`src/rtl/rf_wb_arbiter.sv`:
```
// Write-port arbiter for the 32x32 register file: priority/aging grant, registered write, forwarding.
// Optional macro RF_WB_ARB_AGING_EN enables wait counters and starvation promotion.
module rf_wb_arbiter #(
   parameter int unsigned NUM_SRC  = 3,
   parameter int unsigned MAX_WAIT = 4
) (
   input  logic                    clk,
   input  logic                    reset,
   input  logic [NUM_SRC-1:0]      src_valid,
   output logic [NUM_SRC-1:0]      src_ready,
   input  logic [5*NUM_SRC-1:0]    src_waddr,
   input  logic [32*NUM_SRC-1:0]   src_wdata,
   output logic                    rf_wen,
   output logic [4:0]              rf_waddr,
   output logic [31:0]             rf_wdata,
   input  logic [4:0]              raddr1,
   input  logic [4:0]              raddr2,
   output logic                    fwd_hit1,
   output logic                    fwd_hit2,
   output logic [31:0]             fwd_data1,
   output logic [31:0]             fwd_data2
);

   if (NUM_SRC < 2 || NUM_SRC > 8) begin : g_bad_num_src
      $error("rf_wb_arbiter: NUM_SRC must be in 2..8");
   end
   if (MAX_WAIT < 1 || MAX_WAIT > 15) begin : g_bad_max_wait
      $error("rf_wb_arbiter: MAX_WAIT must be in 1..15");
   end

   logic [NUM_SRC-1:0] starving;
   logic [NUM_SRC-1:0] grant;
   logic               xfer;
   logic [4:0]         sel_waddr;
   logic [31:0]        sel_wdata;

   logic               rf_wen_q;
   logic [4:0]         rf_waddr_q;
   logic [31:0]        rf_wdata_q;

`ifdef RF_WB_ARB_AGING_EN
   localparam logic [3:0] MaxWait = 4'(MAX_WAIT);

   logic [3:0] wait_cnt_q [NUM_SRC];
   logic [3:0] wait_cnt_d [NUM_SRC];

   always_comb begin
      starving = '0;
      for (int i = 0; i < NUM_SRC; i++) begin
         starving[i] = src_valid[i] && (wait_cnt_q[i] == MaxWait);
      end
   end

   // Granted or idle sources restart their wait; others age up to the threshold.
   always_comb begin
      for (int i = 0; i < NUM_SRC; i++) begin
         wait_cnt_d[i] = wait_cnt_q[i];
         if (!src_valid[i] || grant[i]) begin
            wait_cnt_d[i] = 4'd0;
         end else if (wait_cnt_q[i] != MaxWait) begin
            wait_cnt_d[i] = wait_cnt_q[i] + 4'd1;
         end
      end
   end

   always_ff @(posedge clk) begin
      for (int i = 0; i < NUM_SRC; i++) begin
         if (reset) begin
            wait_cnt_q[i] <= 4'd0;
         end else begin
            wait_cnt_q[i] <= wait_cnt_d[i];
         end
      end
   end
`else
   assign starving = '0;
`endif

   // Starving sources first, then plain fixed priority; nothing is granted during reset.
   always_comb begin
      logic found;
      grant = '0;
      found = 1'b0;
      for (int i = 0; i < NUM_SRC; i++) begin
         if (!found && starving[i]) begin
            grant[i] = 1'b1;
            found    = 1'b1;
         end
      end
      for (int i = 0; i < NUM_SRC; i++) begin
         if (!found && src_valid[i]) begin
            grant[i] = 1'b1;
            found    = 1'b1;
         end
      end
      if (reset) begin
         grant = '0;
      end
   end

   assign src_ready = grant;
   assign xfer      = |grant;

   // Grant is one-hot, so an OR-reduction acts as the data mux.
   always_comb begin
      sel_waddr = 5'd0;
      sel_wdata = 32'd0;
      for (int i = 0; i < NUM_SRC; i++) begin
         if (grant[i]) begin
            sel_waddr = sel_waddr | src_waddr[5*i +: 5];
            sel_wdata = sel_wdata | src_wdata[32*i +: 32];
         end
      end
   end

   always_ff @(posedge clk) begin
      if (reset) begin
         rf_wen_q   <= 1'b0;
         rf_waddr_q <= 5'd0;
         rf_wdata_q <= 32'd0;
      end else begin
         rf_wen_q <= xfer && (sel_waddr != 5'd0);
         if (xfer) begin
            rf_waddr_q <= sel_waddr;
            rf_wdata_q <= sel_wdata;
         end
      end
   end

   assign rf_wen   = rf_wen_q;
   assign rf_waddr = rf_waddr_q;
   assign rf_wdata = rf_wdata_q;

   assign fwd_hit1  = rf_wen_q && (rf_waddr_q == raddr1) && (raddr1 != 5'd0);
   assign fwd_hit2  = rf_wen_q && (rf_waddr_q == raddr2) && (raddr2 != 5'd0);
   assign fwd_data1 = fwd_hit1 ? rf_wdata_q : 32'd0;
   assign fwd_data2 = fwd_hit2 ? rf_wdata_q : 32'd0;

endmodule

```
`config.mk`:
```
export PLATFORM = sky130hd
export DESIGN_NAME = rf_wb_arbiter
export DESIGN_NICKNAME = d
export VERILOG_FILES = /design/src/rtl/rf_wb_arbiter.sv
export SDC_FILE = /design/constraint.sdc
export NUM_CORES = 1
export LEC_CHECK = 0
export CAP_MARGIN = 20
export CORE_MARGIN = 2
export CORE_UTILIZATION = 31
export CTS_CLUSTER_DIAMETER = 100
export DETAILED_ROUTE_END_ITERATION = 8
export HOLD_SLACK_MARGIN = 0.06
export PLACE_DENSITY_LB_ADDON = 0.15
export SETUP_SLACK_MARGIN = 0.02
export SYNTH_ARGS = -nofsm -noshare
export SYNTH_HDL_FRONTEND = slang
export SYNTH_SLANG_ARGS = --single-unit
```
`constraint.sdc`:
```
create_clock -name clk -period 2 [get_ports clk]
set_input_delay 0.3 -clock clk [delete_from_list [all_inputs] [get_ports clk]]
set_output_delay 0.3 -clock clk [all_outputs]
set_load 0.03 [all_outputs]
```
# Word level (Yosys, flattened, before mapping)
# Index checks and enable logic that the tools add are counted.
# classes
n_eq_ne	2
n_mux	13
n_bitwise	4
reduce_logical	13
# ops
op	n
32-bit 2-to-1 mux	5
32-bit bitwise OR	2
5-bit 2-to-1 mux	3
5-bit nonzero test	3
5-bit equality test	2
5-bit bitwise OR	2
1-bit logical AND	7
1-bit 2-to-1 mux	4
3-bit 2-to-1 mux	1
3-bit OR reduction	1
1-bit zero test	2
# totals
register_bits	38
in_bits	126
output_inout_bits	107
elab_cells	35

# Logic depth before layout (Yosys ltp)
# depth
word_depth	15
depth_mapped	6
depth_no_buf	4

# Worst setup path after synthesis
# No wires, ideal clock.
# synth_timing
path_type	register -> output
from	register rf_waddr_q[0], in the netlist rf_waddr[0]
to	output fwd_data1[22]
t_arrival_ps	1859
required_time_ps	1700
setup_slack_ps	-159
path_stages_with_launch	6
n_path_buf	1
path_cell_list	dfxtp_1 > nor4_1 > or3_1 > a211oi_4 > buf_6 > and2_1
# synth_via
elab_chain_len	4
# synth_lines
item	line	rtl
from (decl)	38	logic [4:0] rf_waddr_q;
from (signal assigned)	124	rf_waddr_q <= sel_waddr;
5-bit equality test	134	assign fwd_hit1 = rf_wen_q && (rf_waddr_q == raddr1) && (raddr1 != 5'd0);
1-bit logical AND (2 in series)	134	
named net fwd_hit1	18	output logic fwd_hit1,
32-bit 2-to-1 mux	136	assign fwd_data1 = fwd_hit1 ? rf_wdata_q : 32'd0;
to (decl)	20	output logic [31:0] fwd_data1,
# The timed path passes the listed nets, and every way through them passes these cells.

# Worst setup path after layout
# layout_timing
from	register rf_waddr_q[2], in the netlist rf_waddr[2]
to	output fwd_data2[24]
# layout_via
elab_chain_len	4
# layout_lines
item	line	rtl
5-bit equality test	135	assign fwd_hit2 = rf_wen_q && (rf_waddr_q == raddr2) && (raddr2 != 5'd0);
1-bit logical AND (2 in series)	135	
32-bit 2-to-1 mux	137	assign fwd_data2 = fwd_hit2 ? rf_wdata_q : 32'd0;
to (decl)	21	output logic [31:0] fwd_data2
# No other way between the ends.

==> out/results.tsv <==
metric	value	unit
crit_path_end_kind	primary output	
numCtsBuffers	5	
yosysSeqAreaShare	0.310	
die_y	93.0	um
worstReg2RegStart	rf_waddr[1]	
setup_viol	66	
core.rowCount	32	
layout_min_cycle_time	2.18	ns
fmaxAchievable	459	MHz
grt_use_total	0.236	
power.total	2.26	mW
r2r_end	rf_waddr[1]	
syn_area_per_cell	8.13	um^2
grt_pass1_vias	3238	
arrival	1.88	ns
yosysWarnings	0	
critPathTopFamily	simple AND/OR/NAND/NOR gates	
start_util	0.319	
crit_type	flop to primary output	
skew	0	ns
die-area	0.00865	mm^2
core_area	0.00769	mm^2
overflow	0	
cts_num_sinks	38	
yosysTopAreaCellShare	0.310	
synth_commonest_cells	64 x and2_1, 38 x dfxtp_1, 34 x nor2_1	
hold_end	rf_waddr[4]	
grt_max_degree	24	
maxCapViolCount	0	
synth_edf_count	0	
ys_top_cells_by_area	dfxtp_1 31%, and2_1 16%, a22o_1 11%	
holdCritPathClass	flop to flop	
rsz0062_at_grt	true	
first_iter_violations	95	
relSlewSlack	0.749	
synth-seq-cells	38	
ys_async_sr_fraction	0	
synth_cells	302	
period_share	1.09	
finalMaxSlewViolations	0	
clock_latency	0.28	ns
place_hpwl	8200	um
power.density	416	mW/mm^2
clock_path_buffers	2	
area_growth	121	%
grt_pass1_wl	16100	um
final_antenna_net_count	0	
synth_most_common_cell	and2_1	
min_delay_path_depth	2	
rrSetupSlack	1.17	ns
cp-start-kind	flop	
cts_tree	yes	
cpMaxStageDelayCell	dfxtp_4	
path_cells	nor4_2, or3_4, a211oi_4, buf_6, clkbuf_16, and2_4, buf_6	
crit_required	1.70	ns
yosysTopAreaCell	dfxtp_1	
final.setup.worst_slack	-0.180	ns
ys.flop_type	dfxtp_1	
antenna_found_initial	0	
drc	0	
violations	negative setup slack	
htree_levels	2	
io_buffers	232	
first_pass_iters	5	
cp_max_fo	8	
gp_congestion	0.803	
leakage	2.26	nW
cts_hold_buf	0	
worstMarginPinSlew	0.377	ns
multi_input_area	0.00168	mm^2
drt-wirelength-per-cell	16.7	um
diodes	0	
finalNetCount	677	
drt-total-wl	11000	um
holdWs	0.499	ns
path_buf_inv	3	
synth.distinct_cells	26	
status	finished, violations left	
drt-vias-per-instance	5.01	
regArea	777	um^2
fp.dieW	93.0	um
min_from	rf_waddr[4]	
num_io_pins	233	
max_stage_delay	0.38	ns
final_layout_size_suffix_gt1_frac	0.317	
fill_cells	610	
clk_pin_slew_worst_paths	0.07	ns
r2r_cells	4	
hold_violations	0	
vias	3276	
ir_drop	0.255	mV
cts-root-buf	clkbuf_8	
synthesis.nets	428	
crit_top_cell	buf_6	
syn_area	0.00245	mm^2
==> placed cells by master, fill, tap and decap left out, types with 4 or more instances in the layout <==
master,Yosys,routed
a211oi_1,32,32
a21oi_1,5,5
a222oi_1,4,4
a22o_1,31,31
and2_1,64,23
and2_2,0,8
and2_4,0,33
buf_12,0,5
buf_4,2,43
buf_6,6,57
clkbuf_8,0,6
clkdlybuf4s50_1,0,156
dfxtp_1,38,33
dfxtp_4,0,4
dlygate4sd2_1,0,4
nand2_1,8,8
nor2_1,34,33
nor3_1,32,32
xnor2_1,8,5
==> cell families after synthesis <==
kind of cell | share of synthesized area
XOR/XNOR | 0.0285
AO/OA/AOI/OAI | 0.259
AND/OR/NAND/NOR | 0.331
flip-flops | 0.310
buffers and inverters | 0.0719
==> how the worst max path moves through the flow <==
stage	start	to	slack [ns]	depth (start not counted)
floorplan	rf_waddr[0]	fwd_data1[10]	0.04	5
global placement	raddr2[4]	fwd_data2[10]	-0.19	6
finish	rf_waddr[2]	fwd_data2[24]	-0.18	7
detailed placement	raddr1[4]	fwd_data1[27]	-0.24	6
global route	rf_waddr[3]	fwd_data1[21]	-0.25	7
CTS	raddr1[4]	fwd_data1[3]	-0.18	6
==> flip-flops by register name, indices dropped and copies added, names as in the netlist <==
name      count
rf_wdata     32
rf_waddr      5
rf_wen        1
==> per-stage QoR <==
stage               cells  TNS, ns   util  worst slack (ns)  instance area, um^2
detailed placement    636   -16.00  0.633            -0.236                 4860
floorplan             302        0      -            0.0449                 2480
global placement      636   -13.28  0.633            -0.190                 4860
finish                654   -10.02  0.706            -0.180                 5430
CTS                   652    -9.31  0.692            -0.184                 5320
global route          654   -15.00  0.706            -0.255                 5430
==> metal layers <==
| metal | share of wire | routed length [um] | track usage |
|---|---|---|---|
| met4 | 0.019 | 213 | 0.0613 |
| met1 | 0.39 | 4240 | 0.278 |
| met3 | 0.060 | 662 | 0.0379 |
| met2 | 0.53 | 5840 | 0.440 |
| met5 | 0 | 0 | 0 |
==> what timing repair did <==
item | in CTS | in global routing
endpoints found under the setup margin | 67 | 69
resized for setup | 93 | 26
cloned | 2 | 1
setup buffers | 6 | 1
==> layout make-up <==
class,count,share of cell area
repair buffers,271,0.506
clock buffers,7,0.0159
multi-input cells,235,0.310
well taps,102,0.0235
flip-flops and latches,38,0.143
clock inverters,1,0.000922
==> worst min-delay path, stage by stage (launching register included) <==
cell,delay [ns]
dfxtp_2,0.35
nand2_1,0.06
a21oi_1,0.05
==> where the power goes <==
| part | total, mW | switching (mW) | internal, mW | leakage (nW) |
|---|---|---|---|---|
| logic | 0.849 | 0.371 | 0.478 | 1.89 |
| registers | 0.879 | 0.0665 | 0.813 | 0.317 |
| clock network | 0.528 | 0.250 | 0.278 | 0.0482 |
| total | 2.26 | 0.688 | 1.57 | 2.26 |
Note: power is estimated with default switching activity, not from simulation.
